[src/rtl/pong_game_ctrl.sv]
// Pong game-state controller: serve / play / point-hold / game-over sequencing,
// score keeping, and ball launch/hold control for the ball-motion logic.
//
// state | meaning
// SERVE | ball held, waiting for the designated server's button
// PLAY  | ball in motion, waiting for a miss
// POINT | ball held for POINT_FRAMES frames after a score
// OVER  | match won, waiting for any serve press to restart
module pong_game_ctrl #(
  parameter int unsigned WIN_SCORE    = 9,
  parameter int unsigned POINT_FRAMES = 60
) (
  input  logic       clk,
  input  logic       rst_n,
  input  logic       frame_tick,
  input  logic       miss_l,
  input  logic       miss_r,
  input  logic       p1_srv,
  input  logic       p2_srv,
  output logic [3:0] score1,
  output logic [3:0] score2,
  output logic [1:0] serve_side,
  output logic       launch,
  output logic       launch_dir,
  output logic       ball_hold,
  output logic       point,
  output logic       game_over,
  output logic [1:0] winner
);

  typedef enum logic [1:0] {
    SERVE = 2'd0,
    PLAY  = 2'd1,
    POINT = 2'd2,
    OVER  = 2'd3
  } state_t;

  localparam logic [3:0] WIN_Q   = 4'(WIN_SCORE);
  localparam logic [7:0] CNT_END = 8'(POINT_FRAMES - 1);

  state_t     state_q, state_d;
  logic [3:0] score1_q, score1_d;
  logic [3:0] score2_q, score2_d;
  logic [1:0] serve_side_q, serve_side_d;
  logic       launch_q, launch_d;
  logic       launch_dir_q, launch_dir_d;
  logic       ball_hold_q, ball_hold_d;
  logic       point_q, point_d;
  logic       game_over_q, game_over_d;
  logic [1:0] winner_q, winner_d;
  logic [7:0] cnt_q, cnt_d;
  logic       scorer_q, scorer_d;   // 0 = P1 scored last point, 1 = P2
  logic       p1_srv_q, p2_srv_q, miss_l_q, miss_r_q;

  logic p1_rise, p2_rise, miss_l_rise, miss_r_rise;
  logic scorer_won;

  assign p1_rise     = p1_srv & ~p1_srv_q;
  assign p2_rise     = p2_srv & ~p2_srv_q;
  assign miss_l_rise = miss_l & ~miss_l_q;
  assign miss_r_rise = miss_r & ~miss_r_q;
  assign scorer_won  = scorer_q ? (score2_q == WIN_Q) : (score1_q == WIN_Q);

  // Button history resets high so a button held across reset release must be
  // seen low before it can serve.
  always_ff @(posedge clk or negedge rst_n) begin
    if (!rst_n) begin
      state_q      <= SERVE;
      score1_q     <= 4'd0;
      score2_q     <= 4'd0;
      serve_side_q <= 2'b01;
      launch_q     <= 1'b0;
      launch_dir_q <= 1'b0;
      ball_hold_q  <= 1'b1;
      point_q      <= 1'b0;
      game_over_q  <= 1'b0;
      winner_q     <= 2'b00;
      cnt_q        <= 8'd0;
      scorer_q     <= 1'b0;
      p1_srv_q     <= 1'b1;
      p2_srv_q     <= 1'b1;
      miss_l_q     <= 1'b0;
      miss_r_q     <= 1'b0;
    end else begin
      state_q      <= state_d;
      score1_q     <= score1_d;
      score2_q     <= score2_d;
      serve_side_q <= serve_side_d;
      launch_q     <= launch_d;
      launch_dir_q <= launch_dir_d;
      ball_hold_q  <= ball_hold_d;
      point_q      <= point_d;
      game_over_q  <= game_over_d;
      winner_q     <= winner_d;
      cnt_q        <= cnt_d;
      scorer_q     <= scorer_d;
      p1_srv_q     <= p1_srv;
      p2_srv_q     <= p2_srv;
      miss_l_q     <= miss_l;
      miss_r_q     <= miss_r;
    end
  end

  always_comb begin
    state_d      = state_q;
    score1_d     = score1_q;
    score2_d     = score2_q;
    serve_side_d = serve_side_q;
    launch_d     = 1'b0;
    launch_dir_d = launch_dir_q;
    ball_hold_d  = ball_hold_q;
    point_d      = 1'b0;
    game_over_d  = game_over_q;
    winner_d     = winner_q;
    cnt_d        = cnt_q;
    scorer_d     = scorer_q;

    case (state_q)
      SERVE: begin
        if (p1_rise && serve_side_q[1]) begin
          state_d      = PLAY;
          launch_d     = 1'b1;
          launch_dir_d = 1'b0;
          serve_side_d = 2'b00;
          ball_hold_d  = 1'b0;
        end else if (p2_rise && serve_side_q[0]) begin
          state_d      = PLAY;
          launch_d     = 1'b1;
          launch_dir_d = 1'b1;
          serve_side_d = 2'b00;
          ball_hold_d  = 1'b0;
        end
      end
      PLAY: begin
        if (miss_l_rise) begin
          state_d     = POINT;
          point_d     = 1'b1;
          ball_hold_d = 1'b1;
          scorer_d    = 1'b1;
          cnt_d       = 8'd0;
          if (score2_q < WIN_Q) score2_d = score2_q + 4'd1;
        end else if (miss_r_rise) begin
          state_d     = POINT;
          point_d     = 1'b1;
          ball_hold_d = 1'b1;
          scorer_d    = 1'b0;
          cnt_d       = 8'd0;
          if (score1_q < WIN_Q) score1_d = score1_q + 4'd1;
        end
      end
      POINT: begin
        if (frame_tick) begin
          cnt_d = cnt_q + 8'd1;
          if (cnt_q == CNT_END) begin
            if (scorer_won) begin
              state_d     = OVER;
              game_over_d = 1'b1;
              winner_d    = scorer_q ? 2'b01 : 2'b10;
            end else begin
              state_d      = SERVE;
              serve_side_d = scorer_q ? 2'b10 : 2'b01;
            end
          end
        end
      end
      OVER: begin
        if (p1_rise || p2_rise) begin
          state_d      = SERVE;
          score1_d     = 4'd0;
          score2_d     = 4'd0;
          winner_d     = 2'b00;
          game_over_d  = 1'b0;
          serve_side_d = scorer_q ? 2'b10 : 2'b01;
        end
      end
      default: state_d = SERVE;
    endcase
  end

  assign score1     = score1_q;
  assign score2     = score2_q;
  assign serve_side = serve_side_q;
  assign launch     = launch_q;
  assign launch_dir = launch_dir_q;
  assign ball_hold  = ball_hold_q;
  assign point      = point_q;
  assign game_over  = game_over_q;
  assign winner     = winner_q;

endmodule

[config.mk]
export PLATFORM = sky130hd
export DESIGN_NAME = pong_game_ctrl
export DESIGN_NICKNAME = d
export VERILOG_FILES = /design/src/rtl/pong_game_ctrl.sv
export SDC_FILE = /design/constraint.sdc
export NUM_CORES = 1
export LEC_CHECK = 0
export ABC_AREA = 1
export CAP_MARGIN = 5
export CORE_MARGIN = 2
export CORE_UTILIZATION = 32
export DETAILED_ROUTE_END_ITERATION = 10
export DONT_BUFFER_PORTS = 1
export PLACE_DENSITY = 0.52
export SLEW_MARGIN = 0
export SYNTH_ARGS = -nofsm -noshare
export SYNTH_HDL_FRONTEND = slang
export SYNTH_SLANG_ARGS = --single-unit
[constraint.sdc]
create_clock -name clk -period 1.75 [get_ports clk]
set_input_delay 0.175 -clock clk [delete_from_list [all_inputs] [get_ports clk]]
set_output_delay 0.175 -clock clk [all_outputs]
set_load 0.005 [all_outputs]
* Word-level counts from Yosys, hierarchy flattened
Index checks and enable logic that the tools add are counted.
** Operators by class
- $add $sub $neg :: 3
- Magnitude comparators :: 2
- Eq/ne operators :: 18
- Muxes and demuxes :: 55
- Bitwise logic cells :: 8
- Reduce and logical (&&, ||, !) cells :: 20
** Operators with widths (count)
- $mux 2 :: 19
- $mux 4 :: 6
- $mux 8 :: 3
- $ne 2x2->1 const B :: 10
- $mux 1 :: 19
- $pmux 4 s2 :: 2
- $pmux 8 s2 :: 1
- $reduce_and 5->1 :: 3
- $reduce_bool 2->1 :: 6
- $add 4x1->4 const B :: 2
- $add 8x1->8 const B :: 1
- $eq 4x4->1 const B :: 2
- $eq 8x6->1 const B :: 1
- $lt 4x4->1 const B :: 2
- $pmux 2 s4 :: 1
- $ne 3x3->1 const B :: 2
- $pmux 2 s3 :: 1
- $reduce_and 3->1 :: 2
- $reduce_and 6->1 :: 1
- $and 1x1->1 :: 4
- $eq 2x2->1 const B :: 2
- $not 1->1 :: 4
- $pmux 1 s2 :: 2
- $pmux 2 s2 :: 1
- other kinds (7) :: 9
** Word-level totals
- Flip-flop bits (word level) :: 32
- Input port bits :: 7
- Output and inout port bits :: 17
- Logic and storage cells :: 122

* Logic depth before layout (Yosys ltp)
Gate-level depths: netlist (run 1).
- Word-level depth :: 6
- Gate-level depth with buffers :: 11
- Gate-level depth less buffers :: 11

* Least setup slack after synthesis (run 1)
Ideal clock, no wire load.
- Path type :: register -> register
- Start :: reg score1_q[0] (netlist: score1[0])
- End :: reg serve_side_q[1] (netlist: serve_side[1])
- Setup time :: 0.117 ns
- Arrival :: 1.244 ns
- Required time :: 1.633 ns
- Setup slack :: 0.390 ns
- Stages on the path, launching flop included :: 10
- Path buffers :: 0
- Period minus slack after synthesis :: 1.360 ns
- Cell sequence :: dfrtp_1 -> ha_1 -> inv_1 -> nor2_1 -> nand2_1 -> nand2_1 -> a21oi_1 -> nand2_1 -> nand2_1 -> nand2_1
** On the way
- Word-level cells in the longest chain between the ends :: 4
** RTL lines
- start, declared :: line 42 : logic [3:0] score1_q, score1_d;
- start signal, assigned :: line 86 : score1_q <= score1_d;
- $eq 4x4->1 :: line 62 : assign scorer_won = scorer_q ? (score2_q == WIN_Q) : (score1_q == WIN_Q);
- $mux 1 :: line 62
- $ne 2x2->1 (no line)
- $reduce_and 6->1 (no line)
- end signal, assigned :: line 88 : serve_side_q <= serve_side_d;
- end, declared :: line 44 : logic [1:0] serve_side_q, serve_side_d;
No other way between the ends.
A chain may end at the register's enable or synchronous reset.

* Worst setup path in the final report (run 1)
Same ends and word-level chain as after synthesis.

==> summary.txt, run 1 <==
Status
  – Status: completed

Power and ir drop
  – PwrDens: 1490 nW/um^2
  – Lkg Pwr: 1.03 nW
  – Switching share of total power: 0.412
  – Clock share of power: 0.210
  – Sequential power share: 0.434
  – P_int: 1.74 mW
  – Sw power: 1.22 mW
  – Logic pwr share: 0.356
  – Peak supply drop: 0.660 mV

Clock network
  – CTS Sinks: 32
  – Worst-Skew Late Latency: 0.28 ns
  – Clk buf depth: 2
  – Max H-tree Level: 2
  – Post-CTS sizing: 0
  – CTS tree: done
  – Root Buffer: clkbuf_8
  – CTS Buf Count: 5
  – Clk pin slew, worst setup/hold paths: 0.06 ns

Route
  – Total routed wirelength: 3390 um
  – WL/cell: 11.8 um
  – Via count: 1,329
  – Routed vias/inst: 4.61
  – ANT nets after route: 0
  – DRC viols: 0
  – Drt initial violations: 75
  – Pre-antenna DRT Iters: 4

Synth
  – Area contributors post-synth: dfrtp_1, nand2_1, nand3_1, inv_1, dfstp_2
  – Yosys top cell area share: 0.408
  – Post-Synthesis Cells: 204
  – Post-synth cell types: 25
  – Syn avg cell area: 8.42 um^2
  – Post-synthesis sequential area ratio: 0.469
  – Synth warn: 0
  – Yosys reg bits: 32
  – Synthesized net count: 218
  – Syn Std Cell Area: 1720 um^2
  – Synth area leader: dfrtp_1

Finish
  – Area grow syn2layout: 15.0%
  – Layout cells sized above 1: 0.151
  – Post-route cell area: 1980 um^2
  – Fill cells: 578
  – Most frequent cells in the layout: nand2_1, inv_1, dfrtp_1, nand3_1, nor2_1
  – Fin cells: 288
  – Final layout net count: 231
  – Commonest non-fill, non-tap cell in the layout: nand2_1
  – N_diodes: 0

Timing
  – Setup violators final: 0
  – Final Slew Violations: 0
  – TNS Setup: 0 ns
  – Final Cycle Share: 0.884
  – Fin. Hold Viols: 0
  – RSZ-0062 raised after global routing: false
  – Worst slew pin tran: 0.354 ns
  – Max Fclk: 0.646 GHz
  – Rel. slew slack: 0.762
  – Fin crit period: 1.55 ns
  – Worst clock skew: 0.00678 ns

Floorplan
  – Die Wd: 77.3 um
  – Starting Density: 0.334
  – I/O Pins: 24
  – DIE AREA: 5970 um^2
  – Row count: 26
  – Area of the core: 5140 um^2
  – Chip height: 77.3 um

Setup path
  – Cell mode on critical path: nand2_1
  – R2R Path Start: score1[0]
  – Reg2reg setup slack: 0.20 ns
  – Startpoint Class: flip-flop
  – Slowest cell on crit path: dfrtp_1
  – CP cell instances: ha_1 > inv_1 > nor2_1 > nand2_1 > nand2_1 > a21oi_1 > nand2_1 > nand2_1 > nand2_1
  – CP Max Fanout: 6
  – CP peak stage delay: 0.45 ns
  – R2R cell count: 9
  – Critical path class: reg2reg
  – Worst Path Arrival: 1.72 ns
  – Critical path required time: 1.92 ns
  – Crit. End Element: flip-flop
  – R2r endpoint: serve_side[1]

Place
  – Final Wtd Congestion: 0.770
  – Dpl hpwl: 2510 um
  – Dpl cell area: 1810 um^2
  – Port Buffer Count: 0
  – Placed Cells: 274

Global route
  – All-Layer GR Usage: 0.129
  – Largest net degree at the start of global routing: 33
  – Vias in the first global route: 1,306
  – First-pass GRT wire length: 6080 um
  – Grt total ovfl: 0
  – Antenna violations before repair: 0

Hold path
  – WHS Path Cells: 2
  – WHS Endpoint: cnt_q[0]
  – Hold Path Class: in2reg
  – Hold Crit Start: frame_tick

Run
  – Max-Cap Viols: 0
## final cells by class
type / instances / area (um^2) / share of cell area
Tap cell: 70 / 87.6 / 0.0443
Inverter: 33 / 124 / 0.0627
Sequential cell: 32 / 806 / 0.408
Timing Repair Buffer: 6 / 70.1 / 0.0355
Clock buffer: 8 / 100 / 0.0507
Multi-Input combinational cell: 139 / 788 / 0.399
## state kept, by name, summed over array words and instances, names as in the netlist
register    cells
cnt_q           8
score1          4
score2          4
serve_side      2
state_q         2
winner          2
ball_hold       1
game_over       1
launch          1
launch_dir      1
miss_l_q        1
miss_r_q        1
p1_srv_q        1
p2_srv_q        1
point           1
scorer_q        1
## power groups by stage
stage	clock network [mW]	logic, mW	registers [mW]
CTS	0.647	1.07	1.29
global route	0.681	1.23	1.34
floorplan	0	0.865	1.23
detailed placement	0	1.03	1.30
finish	0.618	1.05	1.28
global placement	0	1.02	1.30
## layer usage
metal / track usage / wire length (um) / vias to the layer above / share of wire
li1: - / - / 680 / -
met1: 0.165 / 1520 / 607 / 0.45
met2: 0.197 / 1560 / 35 / 0.46
met3: 0.0459 / 243 / 7 / 0.072
met4: 0.0536 / 61 / 0 / 0.018
met5: 0 / 0 / - / 0
## critical path, delay by kind of cell (launching register included)
| kind | cells | cell delay [ns] |
|---|---|---|
| adder cells (fa/ha/maj) | 1 | 0.23 |
| flip-flops | 1 | 0.45 |
| AND/OR/NAND/NOR | 6 | 0.44 |
| buffers and inverters | 1 | 0.05 |
| AO/OA/AOI/OAI | 1 | 0.28 |
## metrics by stage
| stage | hold slack (ns) | utilization | power, mW | setup slack, ns |
|---|---|---|---|---|
| after CTS | 0.146 | 0.384 | 3.00 | 0.195 |
| after global routing | 0.157 | 0.384 | 3.25 | 0.0437 |
| after floorplan | -0.121 | - | 2.10 | 0.390 |
| after global placement | -0.120 | 0.351 | 2.32 | 0.245 |
| after detailed placement | -0.119 | 0.351 | 2.33 | 0.211 |
| final | 0.151 | 0.384 | 2.95 | 0.202 |
## worst max path at each step
stage	startpoint	endpoint	slack [ns]	cells past startpoint
final	score1[0]	serve_side[1]	0.20	9
after global routing	score1[1]	winner[0]	0.04	11
after floorplan	score1[0]	serve_side[1]	0.39	9
after detailed placement	score1[0]	serve_side[1]	0.21	9
after global placement	score1[0]	serve_side[1]	0.25	9
after CTS	score1[0]	serve_side[1]	0.19	9
## kinds of logic (layout without fill, tap and decap cells)
| kind of cell | after synthesis | count (layout) | share of synthesized area |
|---|---|---|---|
| buf+inv | 33 | 47 | 0.0721 |
| xor+xnor | 1 | 1 | 0.00510 |
| fa+ha+maj | 7 | 7 | 0.0510 |
| compound gates | 24 | 24 | 0.0743 |
| simple gates | 107 | 107 | 0.328 |
| flops | 32 | 32 | 0.469 |
## synth_stat cells (all sizes together)
cell	instances
inv	33
dfstp	4
a31oi	2
ha	7
o21ai	12
nor2	21
dfrtp	28
o22ai	1
nand4	3
a21oi	9
nand2	53
xor2	1
nand3	24
nor3	6
## repair_timing
action | CTS | global route
setup buffers | 0 | 0
hold endpoints to repair | 36 | 0
hold buffers | 6 | 0
Power figures use the tool's default switching activity.
==> inputs of run 2 (changes only) <==
- ABC_AREA: 1 -> 0
- CORE_UTILIZATION: 32 -> 40
- PLACE_DENSITY: 0.52 -> 0.6
- clock period: 1.75 -> 1.5 ns (I/O delays scaled with it)
==> summary.txt, run 2 <==
Power and ir drop
  – Sequential power share: 0.558 (was 0.434)
  – Peak supply drop: 0.546 mV (was 0.660 mV)
  – Clock share of power: 0.405 (was 0.210)
  – Logic pwr share: 0.037 (was 0.356)
  – Lkg Pwr: 1.04 nW (was 1.03 nW)
  – PwrDens: 718 nW/um^2 (was 1490 nW/um^2)
  – Switching share of total power: 0.222 (was 0.412)
  – Sw power: 0.350 mW (was 1.22 mW)
  – P_int: 1.23 mW (was 1.74 mW)

Floorplan
  – I/O Pins: 24 (unchanged)
  – Die Wd: 66.8 um (was 77.3 um)
  – Row count: 22 (was 26)
  – DIE AREA: 4460 um^2 (was 5970 um^2)
  – Starting Density: 0.424 (was 0.334)
  – Area of the core: 3720 um^2 (was 5140 um^2)
  – Chip height: 66.8 um (was 77.3 um)

Clock network
  – Worst-Skew Late Latency: 0.28 ns (about the same)
  – Root Buffer: clkbuf_8 (unchanged)
  – Max H-tree Level: 2 (unchanged)
  – CTS Sinks: 32 (unchanged)
  – CTS Buf Count: 5 (unchanged)
  – Clk buf depth: 2 (unchanged)
  – Clk pin slew, worst setup/hold paths: 0.07 ns (was 0.06 ns)
  – CTS tree: done (unchanged)

Synth
  – Post-synthesis sequential area ratio: 0.512 (was 0.469)
  – Largest family of logic cells by synthesized area: simple AND/OR/NAND/NOR gates (unchanged)
  – Async set-reset flop share out of synthesis: 1.00 (unchanged)
  – Synthesized net count: 159 (was 218)
  – Dominant synthesized flop cell: dfrtp_1 (unchanged)
  – Post-synthesis mux area share: 0.0199 (was 0)
  – Post-Synthesis Cells: 145 (was 204)
  – Synth warn: 0 (unchanged)
  – Compound-Gate Fraction of Synth Area: 0.127 (was 0.0743)
  – Commonest cells in the netlist: dfrtp_1, nand2_1, inv_1, nor2_1, o21ai_0 (was nand2_1, inv_1, dfrtp_1, nand3_1, nor2_1)
  – Syn Std Cell Area: 1580 um^2 (was 1720 um^2)
  – Simple-gate share of the synthesized area: 0.212 (was 0.328)
  – Post-synth cell types: 46 (was 25)
  – Area contributors post-synth: dfrtp_1, dfstp_2, ha_1, nand2_1, inv_1 (was dfrtp_1, nand2_1, nand3_1, inv_1, dfstp_2)
  – Yosys top cell area share: 0.445 (was 0.408)
  – Syn avg cell area: 10.9 um^2 (was 8.42 um^2)
  – Xor and xnor fraction of the mapped netlist area: 0.0278 (was 0.00510)
  – Synth area leader: dfrtp_1 (unchanged)
  – Synth Area in Adders: 0.0556 (was 0.0510)
  – Count leader, synth: dfrtp_1 (was nand2_1)
  – Yosys reg bits: 32 (unchanged)
  – EDFF count, synth: 0 (unchanged)

Timing
  – Final Slew Violations: 0 (unchanged)
  – Fin crit period: 1.64 ns (was 1.55 ns)
  – Final Cycle Share: 1.09 (was 0.884)
  – Worst clock skew: 0.00580 ns (was 0.00678 ns)
  – RSZ-0062 raised after global routing: true (was false)
  – Worst Slack Setup Final: -0.138 ns (was 0.202 ns)
  – Worst slew pin tran: 0.314 ns (was 0.354 ns)
  – Rel. slew slack: 0.788 (was 0.762)
  – Setup violators final: 9 (was 0)
  – Max Fclk: 0.611 GHz (was 0.646 GHz)
  – Fin. Hold Viols: 0 (unchanged)

Route
  – Drt initial violations: 80 (was 75)
  – Pre-antenna DRT Iters: 4 (unchanged)
  – Total routed wirelength: 3620 um (was 3390 um)
  – Via count: 1,242 (was 1,329)
  – ANT nets after route: 0 (unchanged)
  – WL/cell: 15.0 um (was 11.8 um)
  – Routed vias/inst: 5.13 (was 4.61)
  – DRC viols: 0 (unchanged)

Global route
  – Most used routing layer: met2 (unchanged)
  – Antenna violations before repair: 0 (unchanged)
  – GRT met2 Usage: 0.289 (was 0.197)
  – Vias in the first global route: 1,249 (was 1,306)
  – Grt total ovfl: 0 (unchanged)
  – Largest net degree at the start of global routing: 33 (unchanged)
  – All-Layer GR Usage: 0.177 (was 0.129)
  – Met1 GRT Util: 0.216 (was 0.165)
  – First-pass GRT wire length: 5770 um (was 6080 um)
  – Met3 GRT Util: 0.0557 (was 0.0459)

Setup path
  – CP Max Fanout: 4 (was 6)
  – Startpoint Class: flip-flop (unchanged)
  – CP cell instances: or4b_4 > nor3_4 > buf_4 > o22ai_4 > a21o_1 (was ha_1 > inv_1 > nor2_1 > nand2_1 > nand2_1 > a21oi_1 > nand2_1 > nand2_1 > nand2_1)
  – Crit path buffers/inverters: 1 (unchanged)
  – Critical path required time: 1.68 ns (was 1.92 ns)
  – CP peak stage delay: 0.54 ns (was 0.45 ns)
  – Crit. End Element: flip-flop (unchanged)
  – Critical path class: reg2reg (unchanged)
  – Slowest cell on crit path: or4b_4 (was dfrtp_1)
  – Worst Path Arrival: 1.81 ns (was 1.72 ns)
  – CP delay by family, top: simple AND/OR/NAND/NOR gates (was flip-flops)

Finish
  – Register area: 807 um^2 (was 806 um^2)
  – N_diodes: 0 (unchanged)
  – Multi-input logic area: 826 um^2 (was 788 um^2)
  – Most flop-heavy register: cnt_q (unchanged)
  – Area grow syn2layout: 39.5% (was 15.0%)
  – Post-Route Utilization: 0.591 (was 0.384)
  – Most frequent cells in the layout: buf_4, dfrtp_1, nand2_1, inv_1, nor2_1 (was nand2_1, inv_1, dfrtp_1, nand3_1, nor2_1)
  – Commonest non-fill, non-tap cell in the layout: buf_4 (was nand2_1)
  – Fill cells: 328 (was 578)
  – Post-route cell area: 2200 um^2 (was 1980 um^2)
  – Final layout net count: 207 (was 231)
  – Max reg flops: 8 (unchanged)
  – Layout cells sized above 1: 0.407 (was 0.151)

Place
  – Final Wtd Congestion: 0.789 (was 0.770)
  – Port Buffer Count: 0 (unchanged)
  – Dpl hpwl: 2500 um (was 2510 um)
  – Dpl cell area: 1870 um^2 (was 1810 um^2)

Run
  – Max-Cap Viols: 0 (unchanged)

Hold path
  – Hold Path Class: in2reg (unchanged)

Status
  – Status: finished, violations left (was completed)
  – Violations in the final reports: negative setup slack
run 2: changes by cell type after synthesis, sizes merged, moves of 4 or more:
cell	previous run	this run
buf	0	4
nand2	53	12
nand3	24	0
inv	33	11
o21ai	12	8
a21oi	9	5
nor2	21	11
run 2: layer usage:
metal  vias to the layer above  wire [um]
met5                         -          0
met4                         0         59
met3                         7        186
met2                        23       1830
met1                       598       1540
li1                        614          -
run 2: worst reg2reg max path: cells and delay by family (launching register included):
kind / cells / cell delay [ns]
flip-flops: 1 / 0.38
buffers and inverters: 1 / 0.16
AO/OA/AOI/OAI: 2 / 0.23
AND/OR/NAND/NOR: 2 / 0.74
run 2: timing repair:
action,CTS,global route
gates cloned,0,0
hold buffers,6,0
pin swaps,3,11
resized for setup,7,24
endpoints found under the hold margin,36,0
setup endpoints to repair,14,21
buffers inserted,2,4
run 2: cell families after synthesis:
kind of cell / after synthesis
simple gates: 54
flops: 32
compound gates: 29
buf+inv: 15
fa+ha+maj: 7
xor+xnor: 5
mux: 3
run 2: worst paths after layout:
check                         startpoint            end  slack [ns]  cells after the start
setup / recovery                cnt_q[2]     state_q[1]       -0.14                      5
min in group asynchronous          rst_n       cnt_q[4]        0.31                      2
max in group asynchronous          rst_n       p1_srv_q        0.94                      2
hold / removal                frame_tick       cnt_q[0]        0.06                      2
setup reg to reg                cnt_q[2]     state_q[1]       -0.14                      5
hold reg to reg            serve_side[0]  serve_side[0]        0.50                      2
run 2: layout make-up:
type                    count  area share
repair buffers             45       0.174
multi-input cells          98       0.376
inverters                  11      0.0188
well taps                  48      0.0273
clock inverters             1     0.00228
flip-flops and latches     32       0.367
clock buffers               7      0.0347
run 2: power groups by stage:
stage                     clock network, mW  logic, mW  registers, mW
final                                 0.639     0.0583          0.881
after floorplan                           0     0.0146          0.896
after global routing                  0.684     0.0654          0.881
after global placement                    0     0.0206          0.896
after CTS                             0.649     0.0581          0.881
after detailed placement                  0     0.0217          0.896
run 2: stage by stage:
| step | cells | worst slack (ns) | hold WS (ns) | setup TNS [ns] | power (mW) |
|---|---|---|---|---|---|
| 2_1_floorplan | 145 | -0.0456 | -0.146 | -0.0850 | 0.910 |
| 3_3_place_gp | 222 | -0.0598 | -0.144 | -0.289 | 0.917 |
| 3_5_place_dp | 222 | -0.109 | -0.144 | -0.713 | 0.918 |
| 4_1_cts | 238 | -0.109 | 0.0655 | -0.429 | 1.59 |
| 5_1_grt | 242 | -0.190 | 0.0651 | -1.37 | 1.63 |
| 6_report | 242 | -0.138 | 0.0587 | -0.647 | 1.58 |
